==> src/rtl/pipeline_hazard_ctrl.sv <==
`default_nettype none
// ============================================================================
//  Module   : pipeline_hazard_ctrl
//  Brief    : Per-core pipeline sequencer. Resolves data-memory wait states,
//             taken-branch redirects and load-use hazards into PC / IF/ID /
//             ID/EX / EX/MEM / MEM/WB enables, flush and bubble controls.
//             Keeps saturating stall/flush counters and a sticky memory
//             timeout flag.
//  Revision : 1.0 - initial release
// ============================================================================
module pipeline_hazard_ctrl #(
  parameter int FLUSH_CYCLES = 1,     // IF/ID flush length after a taken branch (1..15)
  parameter int MEM_TIMEOUT  = 255,   // frozen cycles before mem_timeout sets (1..65535)
  parameter int CNT_W        = 32     // performance counter width
) (
  input  logic             clk,
  input  logic             rst,
  input  logic [4:0]       id_rs1_addr,
  input  logic [4:0]       id_rs2_addr,
  input  logic             id_uses_rs1,
  input  logic             id_uses_rs2,
  input  logic [4:0]       ex_rd_addr,
  input  logic             ex_mem_read,
  input  logic             ex_branch_taken,
  input  logic             mem_req,
  input  logic             mem_ready,
  output logic             pc_en,
  output logic             if_id_en,
  output logic             if_id_flush,
  output logic             id_ex_bubble,
  output logic             pipe_en,
  output logic [CNT_W-1:0] stall_cnt,
  output logic [CNT_W-1:0] flush_cnt,
  output logic             mem_timeout
);

  typedef enum logic [1:0] {
    ST_RUN      = 2'd0,
    ST_MEM_WAIT = 2'd1,
    ST_REDIRECT = 2'd2
  } state_t;

  // Down-counter reload value: the branch cycle itself is the first flush cycle.
  localparam logic [3:0]       c_flush_load  = 4'(FLUSH_CYCLES - 1);
  localparam bit               c_multi_flush = (FLUSH_CYCLES > 1);
  localparam logic [15:0]      c_mem_timeout = 16'(MEM_TIMEOUT);
  localparam logic [CNT_W-1:0] c_cnt_max     = '1;

  state_t           r_state;
  logic [3:0]       r_flush_left;
  logic [15:0]      r_wait;
  logic             r_lu_prev;
  logic [CNT_W-1:0] r_stall_cnt;
  logic [CNT_W-1:0] r_flush_cnt;
  logic             r_mem_timeout;

  logic w_freeze;
  logic w_redir_pend;
  logic w_branch;
  logic w_rs1_hit;
  logic w_rs2_hit;
  logic w_load_use;

  // Hazard detection with priority memory wait > branch redirect > load-use.
  // A pending redirect (REDIRECT, or a wait entered from REDIRECT that is
  // now released) keeps flushing IF/ID, which also masks any load-use.
  always_comb begin
    w_freeze     = mem_req & ~mem_ready;
    w_redir_pend = (r_state == ST_REDIRECT) ||
                   ((r_state == ST_MEM_WAIT) && (r_flush_left != 4'd0));
    w_branch     = ex_branch_taken & ~w_freeze;
    w_rs1_hit    = id_uses_rs1 && (id_rs1_addr == ex_rd_addr);
    w_rs2_hit    = id_uses_rs2 && (id_rs2_addr == ex_rd_addr);
    // r_lu_prev limits a load-use stall to a single cycle.
    w_load_use   = ex_mem_read && (ex_rd_addr != 5'd0) && (w_rs1_hit || w_rs2_hit) &&
                   !w_freeze && !w_branch && !w_redir_pend && !r_lu_prev;
  end

  // Combinational pipeline controls; everything is held inactive during reset.
  always_comb begin
    pc_en        = 1'b0;
    if_id_en     = 1'b0;
    if_id_flush  = 1'b0;
    id_ex_bubble = 1'b0;
    pipe_en      = 1'b0;
    if (!rst && !w_freeze) begin
      pc_en        = ~w_load_use;
      if_id_en     = ~w_load_use;
      pipe_en      = 1'b1;
      if_id_flush  = w_branch | w_redir_pend;
      id_ex_bubble = w_branch | w_load_use;
    end
  end

  // Sequencer FSM and redirect down-counter; the counter is held while frozen
  // so an interrupted redirect resumes once memory releases the pipeline.
  always_ff @(posedge clk or posedge rst) begin
    if (rst) begin
      r_state      <= ST_RUN;
      r_flush_left <= 4'd0;
    end else if (w_freeze) begin
      r_state <= ST_MEM_WAIT;
    end else if (w_branch) begin
      r_flush_left <= c_multi_flush ? c_flush_load : 4'd0;
      r_state      <= c_multi_flush ? ST_REDIRECT : ST_RUN;
    end else if (w_redir_pend) begin
      r_flush_left <= r_flush_left - 4'd1;
      r_state      <= (r_flush_left == 4'd1) ? ST_RUN : ST_REDIRECT;
    end else begin
      r_state <= ST_RUN;
    end
  end

  // Wait-state counter and sticky timeout flag; the counter saturates at the
  // timeout value and clears as soon as the pipeline is released.
  always_ff @(posedge clk or posedge rst) begin
    if (rst) begin
      r_wait        <= 16'd0;
      r_mem_timeout <= 1'b0;
    end else if (w_freeze) begin
      if (r_wait != c_mem_timeout) begin
        r_wait <= r_wait + 16'd1;
      end
      if ((r_wait + 16'd1) == c_mem_timeout) begin
        r_mem_timeout <= 1'b1;
      end
    end else begin
      r_wait <= 16'd0;
    end
  end

  // Remember that a load-use stall was just issued; frozen cycles keep the history.
  always_ff @(posedge clk or posedge rst) begin
    if (rst) begin
      r_lu_prev <= 1'b0;
    end else if (!w_freeze) begin
      r_lu_prev <= w_load_use;
    end
  end

  // Saturating performance counters for stalled cycles and branch redirects.
  always_ff @(posedge clk or posedge rst) begin
    if (rst) begin
      r_stall_cnt <= '0;
      r_flush_cnt <= '0;
    end else begin
      if (!pc_en && (r_stall_cnt != c_cnt_max)) begin
        r_stall_cnt <= r_stall_cnt + 1'b1;
      end
      if (w_branch && (r_flush_cnt != c_cnt_max)) begin
        r_flush_cnt <= r_flush_cnt + 1'b1;
      end
    end
  end

  assign stall_cnt   = r_stall_cnt;
  assign flush_cnt   = r_flush_cnt;
  assign mem_timeout = r_mem_timeout;

endmodule
`default_nettype wire

==> config.mk <==
export PLATFORM = sky130hd
export DESIGN_NAME = pipeline_hazard_ctrl
export DESIGN_NICKNAME = d
export VERILOG_FILES = /design/src/rtl/pipeline_hazard_ctrl.sv
export SDC_FILE = /design/constraint.sdc
export NUM_CORES = 1
export LEC_CHECK = 0
export CAP_MARGIN = 5
export CORE_MARGIN = 2
export CORE_UTILIZATION = 47
export DETAILED_ROUTE_END_ITERATION = 7
export GPL_TIMING_DRIVEN = 1
export HOLD_SLACK_MARGIN = 0.08
export PLACE_DENSITY = 0.87
export SLEW_MARGIN = 20
export SYNTH_ARGS = -nofsm -noshare
export SYNTH_HDL_FRONTEND = slang
export SYNTH_SLANG_ARGS = --single-unit
==> constraint.sdc <==
create_clock -name clk -period 2.9 [get_ports clk]
set_input_delay 0.725 -clock clk [delete_from_list [all_inputs] [get_ports clk]]
set_output_delay 0.725 -clock clk [all_outputs]
set_load 0.05 [all_outputs]
==> flow_metrics.tcl <==
set metrics [dict create \
    fin_crit_ns 2.86 \
    ir_worst_vdd_mv 0.539 \
    worstPathArrival_ns 2.14 \
    cts_sinks 88 \
    hold_viol 0 \
    htree_levels 3 \
    core_um2 9680 \
    die_height_um 103 \
    worstSetupPathType "in2out" \
    placed_cells 685 \
    grt_pass1_wl_um 17600 \
    p_leak_uw 0.00254 \
    slowest_stage "or4_4" \
    grt_max_degree 45 \
    cap_viol_max_count 0 \
    place_ws_ns -0.346 \
    fin_util_pct 62.8 \
    crit_path_end_kind "primary output" \
    io_pins 93 \
    grt_pass1_vias 3742 \
    startpoint "ex_rd_addr[2]" \
    finalMaxSlewViolations 0 \
    cts_root_buf "clkbuf_8" \
    fin_crit_sh_pct 98.7 \
    ant_nets 0 \
    yosys.area.top_type "dfrtp_1" \
    placementRows 36 \
    reg2reg_from "r_flush_left[0]$_DFFE_PP0P_" \
    outcome "finished clean" \
    multiInputGateArea_um2 2350 \
    syn_nets 475 \
    cts_inserted_buffers 9 \
    path_max_fanout 3 \
    avgSynthCellArea_um2 10.4 \
    die_w_um 103 \
    dr_total_vias 3709 \
    nNetsFinal 593 \
    globalplace.congestion 0.851 \
    rsz0062_at_grt "yes" \
    start_util_pct 47.8 \
    path_depth 7 \
    clock_latency_ns 0.36 \
    area_growth_pct 31.3 \
    cp_top_family "simple AND/OR/NAND/NOR gates" \
    clkTransAtPathRegs_ns 0.08 \
    final-seq-area_um2 2200 \
    cts_tree "yes" \
    route.detailed.wl_per_inst_um 14.7 \
    ys_top_cells_by_area "dfrtp_1 48%, xnor2_1 13%, xor2_1 4.2%" \
    fmax_mhz 349 \
    io_buffers 92 \
    drc 0 \
    syn-cell-area_um2 4630 \
    ys_ff_latch 88 \
    slowest_delay_ns 0.53 \
    path_cells "buf_6 > or4_4 > nor2_4 > nor3_4 > a211o_4 > clkinvlp_4 > buf_12" \
    n_fill_cell 772 \
    cp_data_required_time_ns 2.17 \
    reg2reg_slack_ns 0.67 \
    cts_hold_buf 0 \
    max_slew_margin_pct 62.0 \
    critPathBufInv 3 \
    synth_top_area_share_pct 47.6 \
    wirelength_um 10300 \
    clockBufferDepth 2 \
    drive_gt1_share_pct 14.1 \
    antenna_found_initial 0 \
    finalNonFillerCells 700 \
    fin_skew_ns 0.00705 \
    yosysSeqAreaShare_pct 47.6 \
    track_usage_pct 20.9 \
    reg2regPathDepth 8 \
    drt_iter0_markers 118 \
    timing.rr.end "stall_cnt[1]$_DFFE_PP0P_" \
    syn_inst 446 \
    overflow 0 \
    antenna_cells 0 \
    firstDrtPassIters 4 \
    cp-start-kind "input pin" \
    setup_violations 0 \
    endpoint "if_id_en" \
    dp_hpwl_um 7580 \
    die_area_um2 10700 \
    yosysWarnings 0 \
    setup_ws_ns 0.0382 \
    power.density_cell_area_nw_per_um2 533 \
    viasPerCell 5.30 \
    synth_cell_types 55 \
    hold_class "reg2reg" \
    tightest_slew_ns 0.565 \
]
[routing by layer]
metal | GRT usage (%) | up-vias | share of wire [%]
met5 | 0 | - | 0
met4 | 5.36 | 0 | 1.0
met3 | 6.79 | 8 | 5.2
met2 | 35.8 | 98 | 51
met1 | 25.7 | 1827 | 43
li1 | - | 1776 | -
[layout make-up]
| cell class | count | area share (%) |
|---|---|---|
| repair buffers | 115 | 18.8 |
| clock inverters | 1 | 0.0824 |
| clock buffers | 13 | 2.45 |
| well taps | 133 | 2.74 |
| multi-input cells | 337 | 38.7 |
| flip-flops and latches | 88 | 36.2 |
| inverters | 13 | 0.968 |
[Yosys cell counts, drive strengths merged]
library cell,instances
ha,6
or2,4
mux2,3
xnor2,68
nand2b,4
buf,4
nor4bb,1
o21ai,13
mux2i,1
and3b,1
nand3b,3
xor2,22
nor4,4
nor3b,8
o41ai,1
inv,13
or3,3
and4,4
nor2b,2
nand3,35
a21oi,6
and2,4
a31oi,4
a21o,1
nand4,26
nor2,33
clkbuf,4
nand2,42
dfrtp,88
nand4b,3
o21a,2
o22ai,1
and3,9
nor4b,3
a22oi,1
or4b,1
a211o,1
or4,2
nor3,15
[state kept, by name (all words and copies together), names as in the netlist]
register	flops
flush_cnt	32
stall_cnt	32
r_lu_prev	1
r_wait	16
r_flush_left	4
r_state	2
mem_timeout	1
[worst reg2reg max path, stage by stage (launching register included)]
cell and delay (ns):
dfrtp_1 0.42, inv_1 0.07, ha_1 0.23, a31oi_1 0.28, nor3_4 0.10, a211o_4 0.35, buf_4 0.21, nand2_1 0.12
mux2_2 0.33
[per-stage QoR]
step | cell area (µm²) | TNS (ns) | total power (µW) | hold slack (ns)
after detailed placement | 5890 | -1.43 | 2530 | 0.455
after floorplan | 4650 | -0.256 | 2160 | 0.450
after global routing | 6080 | 0 | 3410 | 0.506
final | 6080 | 0 | 3240 | 0.471
after CTS | 6050 | -0.114 | 3270 | 0.481
after global placement | 5890 | -1.15 | 2490 | 0.457
[cells in the final DEF, fill, tap and decap left out, types with 6 or more instances in the layout]
cell type and count:
nor3b_2 6, xor2_1 22, clkbuf_8 10, nor2_1 32
ha_1 6, and3_1 9, o21ai_0 13, dfrtp_1 88
nand4_1 25, dlymetal6s2s_1 8, clkdlybuf4s50_1 70, buf_4 23
xnor2_1 67, inv_1 10, nor3_1 12, nand3_1 34
nand2_1 42
[where the power goes]
| part | total (µW) | switching (µW) | internal, µW |
|---|---|---|---|
| Sequential | 1500 | 157 | 1350 |
| Combinational | 1010 | 618 | 388 |
| Clock | 726 | 401 | 325 |
| Total | 3240 | 1180 | 2060 |
[worst min-delay path by stage]
stage	from	end	slack (ns)	cells past startpoint
6_report	mem_timeout$_DFFE_PP0P_	mem_timeout$_DFFE_PP0P_	0.47	2
5_1_grt	mem_timeout$_DFFE_PP0P_	mem_timeout$_DFFE_PP0P_	0.51	2
4_1_cts	mem_timeout$_DFFE_PP0P_	mem_timeout$_DFFE_PP0P_	0.48	2
3_5_place_dp	mem_timeout$_DFFE_PP0P_	mem_timeout$_DFFE_PP0P_	0.46	2
3_3_place_gp	mem_timeout$_DFFE_PP0P_	mem_timeout$_DFFE_PP0P_	0.46	2
2_1_floorplan	r_lu_prev$_DFFE_PP0N_	r_lu_prev$_DFFE_PP0N_	0.45	1
[cells by family after synthesis]
| kind of cell | share of synthesized area [%] |
|---|---|
| adder cells (fa/ha/maj) | 1.62 |
| AO/OA/AOI/OAI | 4.35 |
| XOR/XNOR | 17.0 |
| AND/OR/NAND/NOR | 26.3 |
| multiplexers | 0.946 |
| flip-flops | 47.6 |
| buffers and inverters | 2.11 |
[repair_timing]
item / in CTS / in global routing
hold endpoints to repair: 0 / 0
pin swaps: 7 / 17
buffers inserted: 1 / 0
gates resized for setup: 30 / 11
gates cloned: 0 / 0
setup endpoints to repair: 3 / 3
(Power assumes the default switching activity.)
